File: config.mk
export PLATFORM = sky130hd
export DESIGN_NAME = dmem_arbiter
export DESIGN_NICKNAME = d
export VERILOG_FILES = /design/src/rtl/dmem_pkg.sv /design/src/rtl/dmem_lane_align.sv /design/src/rtl/dmem_arbiter.sv
export SDC_FILE = /design/constraint.sdc
export NUM_CORES = 1
export LEC_CHECK = 0
export BUFFER_PORTS_ARGS = -buffer_cell sky130_fd_sc_hd__clkbuf_2
export CORE_MARGIN = 5
export CORE_UTILIZATION = 47
export CTS_BUF_LIST = sky130_fd_sc_hd__clkbuf_8
export DETAILED_ROUTE_END_ITERATION = 10
export GPL_TIMING_DRIVEN = 0
export HOLD_SLACK_MARGIN = 0.06
export PLACE_DENSITY = 0.83
export SLEW_MARGIN = 20
export SYNTH_ARGS = -nofsm -noshare
export SYNTH_HDL_FRONTEND = slang
export SYNTH_SLANG_ARGS = --single-unit
File: constraint.sdc
create_clock -name clk -period 3 [get_ports clk]
set_clock_uncertainty 0.05 [all_clocks]
set_input_delay 0.3 -clock clk [delete_from_list [all_inputs] [get_ports clk]]
set_output_delay 0.3 -clock clk [all_outputs]
set_load 0.005 [all_outputs]
File: src/rtl/dmem_pkg.sv
// Shared definitions for the data-memory arbiter: size codes, requester IDs,
// the request bundle and the byte-enable / alignment helpers.
package dmem_pkg;

  localparam logic [1:0] SZ_BYTE = 2'b00;
  localparam logic [1:0] SZ_HALF = 2'b01;
  localparam logic [1:0] SZ_WORD = 2'b10;
  localparam logic [1:0] SZ_RSVD = 2'b11;

  localparam logic REQ_CPU = 1'b0;
  localparam logic REQ_DBG = 1'b1;

  typedef struct packed {
    logic        we;
    logic [1:0]  size;
    logic        sign;
    logic [6:0]  addr;
    logic [31:0] wdata;
  } dmem_req_t;

  function automatic logic [3:0] byte_mask(input logic [1:0] size, input logic [1:0] offset);
    case (size)
      SZ_BYTE: return 4'b0001 << offset;
      SZ_HALF: return 4'b0011 << offset;
      SZ_WORD: return 4'b1111;
      default: return 4'b0000;
    endcase
  endfunction

  function automatic logic is_misaligned(input logic [1:0] size, input logic [1:0] offset);
    case (size)
      SZ_BYTE: return 1'b0;
      SZ_HALF: return offset[0];
      SZ_WORD: return offset != 2'b00;
      default: return 1'b1;
    endcase
  endfunction

endpackage

File: src/rtl/dmem_lane_align.sv
// Combinational lane steering for one access: store byte enables and data
// replication, misalignment detection, and load lane extraction with extension.
module dmem_lane_align
  import dmem_pkg::*;
(
  input  logic        we,
  input  logic [1:0]  size,
  input  logic        sign,
  input  logic [1:0]  offset,
  input  logic [31:0] wdata,
  input  logic [31:0] ram_rdata,
  output logic [3:0]  byte_en,
  output logic [31:0] lane_wdata,
  output logic        misaligned,
  output logic [31:0] load_data
);

  logic [31:0] shifted;

  always_comb begin
    misaligned = is_misaligned(size, offset);
    byte_en    = (we && !misaligned) ? byte_mask(size, offset) : 4'b0000;

    // Replication puts the data on every lane, so whichever lanes are enabled carry it.
    case (size)
      SZ_BYTE: lane_wdata = {4{wdata[7:0]}};
      SZ_HALF: lane_wdata = {2{wdata[15:0]}};
      default: lane_wdata = wdata;
    endcase

    shifted = ram_rdata >> {offset, 3'b000};
    case (size)
      SZ_BYTE: load_data = {{24{sign & shifted[7]}}, shifted[7:0]};
      SZ_HALF: load_data = {{16{sign & shifted[15]}}, shifted[15:0]};
      default: load_data = ram_rdata;
    endcase
  end

endmodule

File: src/rtl/dmem_arbiter.sv
// Two-master data-memory arbiter: grants one access per cycle (round-robin or
// fixed priority), drives the RAM port and returns a one-cycle-latency response.
module dmem_arbiter
  import dmem_pkg::*;
#(
  parameter int RR_EN = 1
) (
  input  logic        clk,
  input  logic        resetn,

  input  logic        m0_req,
  input  logic        m0_we,
  input  logic [1:0]  m0_size,
  input  logic        m0_sign,
  input  logic [6:0]  m0_addr,
  input  logic [31:0] m0_wdata,
  output logic        m0_gnt,
  output logic        m0_rvalid,
  output logic [31:0] m0_rdata,
  output logic        m0_err,

  input  logic        m1_req,
  input  logic        m1_we,
  input  logic [1:0]  m1_size,
  input  logic        m1_sign,
  input  logic [6:0]  m1_addr,
  input  logic [31:0] m1_wdata,
  output logic        m1_gnt,
  output logic        m1_rvalid,
  output logic [31:0] m1_rdata,
  output logic        m1_err,

  output logic [3:0]  ram_wen,
  output logic [4:0]  ram_addr,
  output logic [31:0] ram_wdata,
  input  logic [31:0] ram_rdata
);

  logic        ptr_reg;
  logic        ptr_next;
  logic [1:0]  gnt_vec;
  logic        any_gnt;
  dmem_req_t   sel_req;
  logic [3:0]  byte_en;
  logic [31:0] lane_wdata;
  logic        misaligned;
  logic [31:0] load_data;
  logic [31:0] resp_data;

  // Grants are gated by resetn so nothing is issued while reset is held.
  always_comb begin
    gnt_vec = 2'b00;
    if (resetn) begin
      if (m0_req && m1_req) begin
        if ((RR_EN != 0) && (ptr_reg == REQ_DBG)) gnt_vec[1] = 1'b1;
        else                                      gnt_vec[0] = 1'b1;
      end else begin
        gnt_vec = {m1_req, m0_req};
      end
    end

    ptr_next = ptr_reg;
    if (gnt_vec[0])      ptr_next = REQ_DBG;
    else if (gnt_vec[1]) ptr_next = REQ_CPU;
  end

  always_ff @(posedge clk or negedge resetn) begin
    if (!resetn) ptr_reg <= REQ_CPU;
    else         ptr_reg <= ptr_next;
  end

  assign any_gnt = |gnt_vec;
  assign sel_req = gnt_vec[1] ? dmem_req_t'{m1_we, m1_size, m1_sign, m1_addr, m1_wdata}
                              : dmem_req_t'{m0_we, m0_size, m0_sign, m0_addr, m0_wdata};

  dmem_lane_align u_lane_align (
    .we         (sel_req.we),
    .size       (sel_req.size),
    .sign       (sel_req.sign),
    .offset     (sel_req.addr[1:0]),
    .wdata      (sel_req.wdata),
    .ram_rdata  (ram_rdata),
    .byte_en    (byte_en),
    .lane_wdata (lane_wdata),
    .misaligned (misaligned),
    .load_data  (load_data)
  );

  assign ram_wen   = any_gnt ? byte_en            : 4'b0000;
  assign ram_addr  = any_gnt ? sel_req.addr[6:2]  : 5'd0;
  assign ram_wdata = any_gnt ? lane_wdata         : 32'd0;
  assign resp_data = (misaligned || sel_req.we) ? 32'd0 : load_data;

  genvar gi;
  generate
    for (gi = 0; gi < 2; gi++) begin : g_resp
      logic        rvalid_reg;
      logic        err_reg;
      logic [31:0] rdata_reg;

      always_ff @(posedge clk or negedge resetn) begin
        if (!resetn) begin
          rvalid_reg <= 1'b0;
          err_reg    <= 1'b0;
          rdata_reg  <= 32'd0;
        end else begin
          rvalid_reg <= gnt_vec[gi];
          if (gnt_vec[gi]) begin
            err_reg   <= misaligned;
            rdata_reg <= resp_data;
          end
        end
      end
    end
  endgenerate

  assign m0_gnt    = gnt_vec[0];
  assign m1_gnt    = gnt_vec[1];
  assign m0_rvalid = g_resp[0].rvalid_reg;
  assign m0_err    = g_resp[0].err_reg;
  assign m0_rdata  = g_resp[0].rdata_reg;
  assign m1_rvalid = g_resp[1].rvalid_reg;
  assign m1_err    = g_resp[1].err_reg;
  assign m1_rdata  = g_resp[1].rdata_reg;

endmodule

==> reports/results.txt <==
The run finished with clean final reports. Yosys printed 0 warnings. The number of synthesized register bits was 69; the minimum hold slack was 0.214 ns. The number of antenna violations at the first check in global routing is 0, and the overall power after layout is 2690 uW. End of the worst hold path: m1_rdata[10]$_DFFE_PN0N_.

For this run, the detailed router's first-pass iteration total came to 6. STA classifies the critical path startpoint as a flop. Of the cells placed in the final design, the portion with a size suffix greater than 1 is 40.5%. The worst register-to-register path has a depth of 7. After layout, the minimum clock period comes to 2.86 ns. The final hold violation count is 0, and the final max-slew violation count is 0. Global routing finished with a remaining overflow of 0.

The logs give 9240 um2 for the core footprint and 0 for the count of final setup violators. Setup slack on the critical path of the routed design comes to 0.136 ns. In this run the deepest clock path goes through 2 buffers. The number of maximum-capacitance constraint violations is 0, and the fraction of met1 tracks used by global routing is 47.2%. The most used routing layer in global routing is met2.

At the later pin of the worst-skew pair, clock insertion delay measures 0.35 ns. The startpoint identified for the worst hold timing path is ram_rdata[10]. The tools report the unique cell type count in the Yosys netlist as 56. The number of global-route vias before repair is 5116, and the number of ports placed on the die boundary is 233. Reg-to-reg startpoint: ptr_reg$_DFFE_PN0P_. The starting density of the core was 48.3%. Counting every net in the synthesized netlist gives 662.

Counting flops with an async set or reset pin after synthesis yields a share of 100%. The via count normalized by instance count was 5.90; the hold-critical path depth was 3. In this run the static leakage power is 0.00308 uW. The placed wire-length estimate after detailed placement is 14.9 mm.

For this run, the leading register cell type out of synthesis is dfrtp_1. The number of placed instances, taps included is 902. The logs give 2.51 ns for the data arrival at the endpoint of the critical path and 3 for the number of H-tree branching levels. The wire length of the first global-routing pass was 28.9 mm. The number of cells in the finished layout apart from fillers was 924; the post-layout net count was 912. In this run the core area contains 35 standard-cell rows. Measured along the x axis, the die boundary spans 107 um. After synthesis the cells add up to 4460 um2. Buffers inserted during clock tree synthesis total 9. The logs give 69 for the number of clock sinks seen by CTS and 0 ns for the setup total negative slack. Synthesis handed over a netlist of 540 instances.

In this run the worst path has a maximum fanout of 10. In this run the worst hold path is classified as input port to flop. Traced cell by cell, the critical path runs through nand2b_1 > buf_4 > nand2_4 > inv_4 > buf_6 > a21oi_4 > nand2_2 > buf_2 > a211oi_2 > clkbuf_2.

The buffer cell driving the clock tree root was clkbuf_8. The die is 107 um tall. The run gives 0 as the antenna diode count. The logs give 32.2% for the total global routing track utilization and 0 for the antenna violation net count after detailed routing. The tools report the endpoint class of the critical path as a primary output. The pre-CTS setup slack came out at -0.372 ns.

At the pin with the least slew margin, the transition time is 0.627 ns. After layout, the worst path uses 95.5% of the clock period. In this design, the largest share of critical-path delay is due to buffers and inverters.

The average footprint of a synthesized cell came out at 8.26 um2. Entering global routing, the biggest net connects 37 pins. The critical path's slowest cell was dfrtp_1. The clock transition at the registers of the reported paths works out to 0.08 ns. For this run, the slowest stage of the critical path takes 0.42 ns. Sequential cells were found to cover 38.7% of the synthesized design area. For this block, the initial DRC count from the detailed router was 572.

Setup repair after global routing could not meet its margin everywhere. The critical path in this run is classified as flop to primary output. The endpoint identified for the worst register-to-register timing path is m0_rdata[13]$_DFFE_PN0P_. For this design the ratio of total power to cell area is 434 nW/um2. The tools report the worst-case register-to-register setup slack as 0.45 ns. The die area was 11500 um2. In this run the tightest slew margin relative to its limit is 58.2%. The area added between synthesis and finish was 39.1%. The final wirelength was 19.0 mm. Input and output buffers added on the ports amount to 232. TritonCTS built the clock tree. The total number of vias was 5453; the maximum vdd drop was 0.378 mV. At the end of routability-driven placement, the weighted congestion stood at 0.927.

Global routing used 48.0% of the available met2 tracks. Counting flops with a built-in enable in the synthesized netlist gives 0. The critical path contains buffers and inverters numbering 5 combined. For this run, design rule violations remaining after detail routing come to 0. For this run, the top clock speed supported by timing is 349 MHz. After detailed routing, the average wire length per cell comes to 20.6 um. STA puts the critical path data required time at 2.65 ns. Global routing used 6.24% of the available met3 tracks.
routing by layer:
layer / up-vias / share of wire, %
li1: 2489 / -
met1: 2603 / 42
met2: 309 / 46
met3: 52 / 8.8
met4: 0 / 3.2
met5: - / 0
cells in the mapped netlist (2+ instances only):
master / instances / area share (%)
nor2_1: 28 / 2.4
nor3_1: 2 / 0.22
mux2i_1: 10 / 2.2
clkbuf_1: 20 / 1.7
a211oi_1: 19 / 3.2
dfrtp_1: 69 / 39
buf_4: 2 / 0.34
mux2_2: 9 / 2.3
a21oi_2: 3 / 0.59
nand3_1: 6 / 0.67
a311oi_1: 16 / 3.1
and2_1: 2 / 0.28
nor4_1: 2 / 0.28
a31oi_1: 3 / 0.42
a221o_1: 7 / 1.6
nand2_1: 118 / 9.9
nor3_2: 3 / 0.67
a21boi_0: 7 / 1.2
buf_2: 19 / 2.1
a221oi_1: 8 / 1.6
buf_1: 4 / 0.34
o21ai_0: 56 / 6.3
o21ai_1: 30 / 3.4
a32oi_1: 14 / 2.7
o22ai_1: 2 / 0.28
nor3b_1: 3 / 0.50
inv_1: 7 / 0.59
a22oi_1: 3 / 0.50
a22o_1: 15 / 2.9
a21oi_1: 12 / 1.3
buf_6: 2 / 0.50
nand2b_1: 6 / 0.84
nor2b_1: 10 / 1.4
power breakdown:
part	switching [uW]	internal (uW)
combinational	512	368
clock	390	328
sequential	62.5	1030
total	965	1730
final cells by class:
type,count,area (um2)
Timing Repair Buffer,240,1290
Buffer,46,254
Sequential cell,69,1730
Inverter,8,32.5
Multi-Input combinational cell,416,2560
Fill cell,841,3030
Clock buffer,10,138
Clock inverter,6,46.3
Tap cell,129,161
per-stage QoR:
step | utilization (%) | instance area, um2
floorplan | - | 4460
global placement | 62.6 | 5780
detailed placement | 62.8 | 5810
CTS | 66.2 | 6120
global route | 67.2 | 6210
finish | 67.2 | 6210
worst max-delay path by stage:
stage	slack, ns	endpoint	from	cells after the start
global route	-0.02	ram_wdata[31]	ptr_reg$_DFFE_PN0P_	11
detailed placement	-0.37	ram_wen[2]	resetn	10
global placement	-1.26	ram_wen[2]	resetn	9
CTS	0.05	ram_addr[4]	ptr_reg$_DFFE_PN0P_	9
finish	0.14	ram_wdata[10]	ptr_reg$_DFFE_PN0P_	10
floorplan	0.83	ram_wdata[27]	ptr_reg$_DFFE_PN0P_	8
kinds of logic (layout without fill, tap and decap cells):
kind of cell | count (synthesis) | after routing | synth area share, %
buffers and inverters | 55 | 310 | 5.72
multiplexers | 19 | 19 | 4.52
AO/OA/AOI/OAI | 209 | 209 | 32.4
AND/OR/NAND/NOR | 188 | 188 | 18.6
flip-flops | 69 | 69 | 38.7
tightest hold or removal path, delay by kind of cell:
kind / cells / cell delay, ns
compound gates: 2 / 0.16
buf+inv: 1 / 0.11
cells in the final DEF, fill, tap and decap left out, drive strengths merged, types with 7 or more instances in the layout:
master  instances
a311oi         16
inv            10
a22o           15
nor2b          10
nor2           30
a221o           7
dfrtp          69
a32oi          14
o21ai          86
mux2            9
a21oi          16
clkbuf        269
buf            25
mux2i          10
a21boi          9
nand2         119
a211oi         20
a221oi          8
what timing repair did:
| action | in CTS | in global routing |
|---|---|---|
| hold buffers | 4 | 0 |
| pin swaps | 0 | 1 |
| resized for setup | 17 | 22 |
| hold endpoints to repair | 69 | 0 |
| setup endpoints to repair | 33 | 29 |
| buffers inserted | 0 | 3 |
Note: power is estimated with default switching activity, not from simulation.
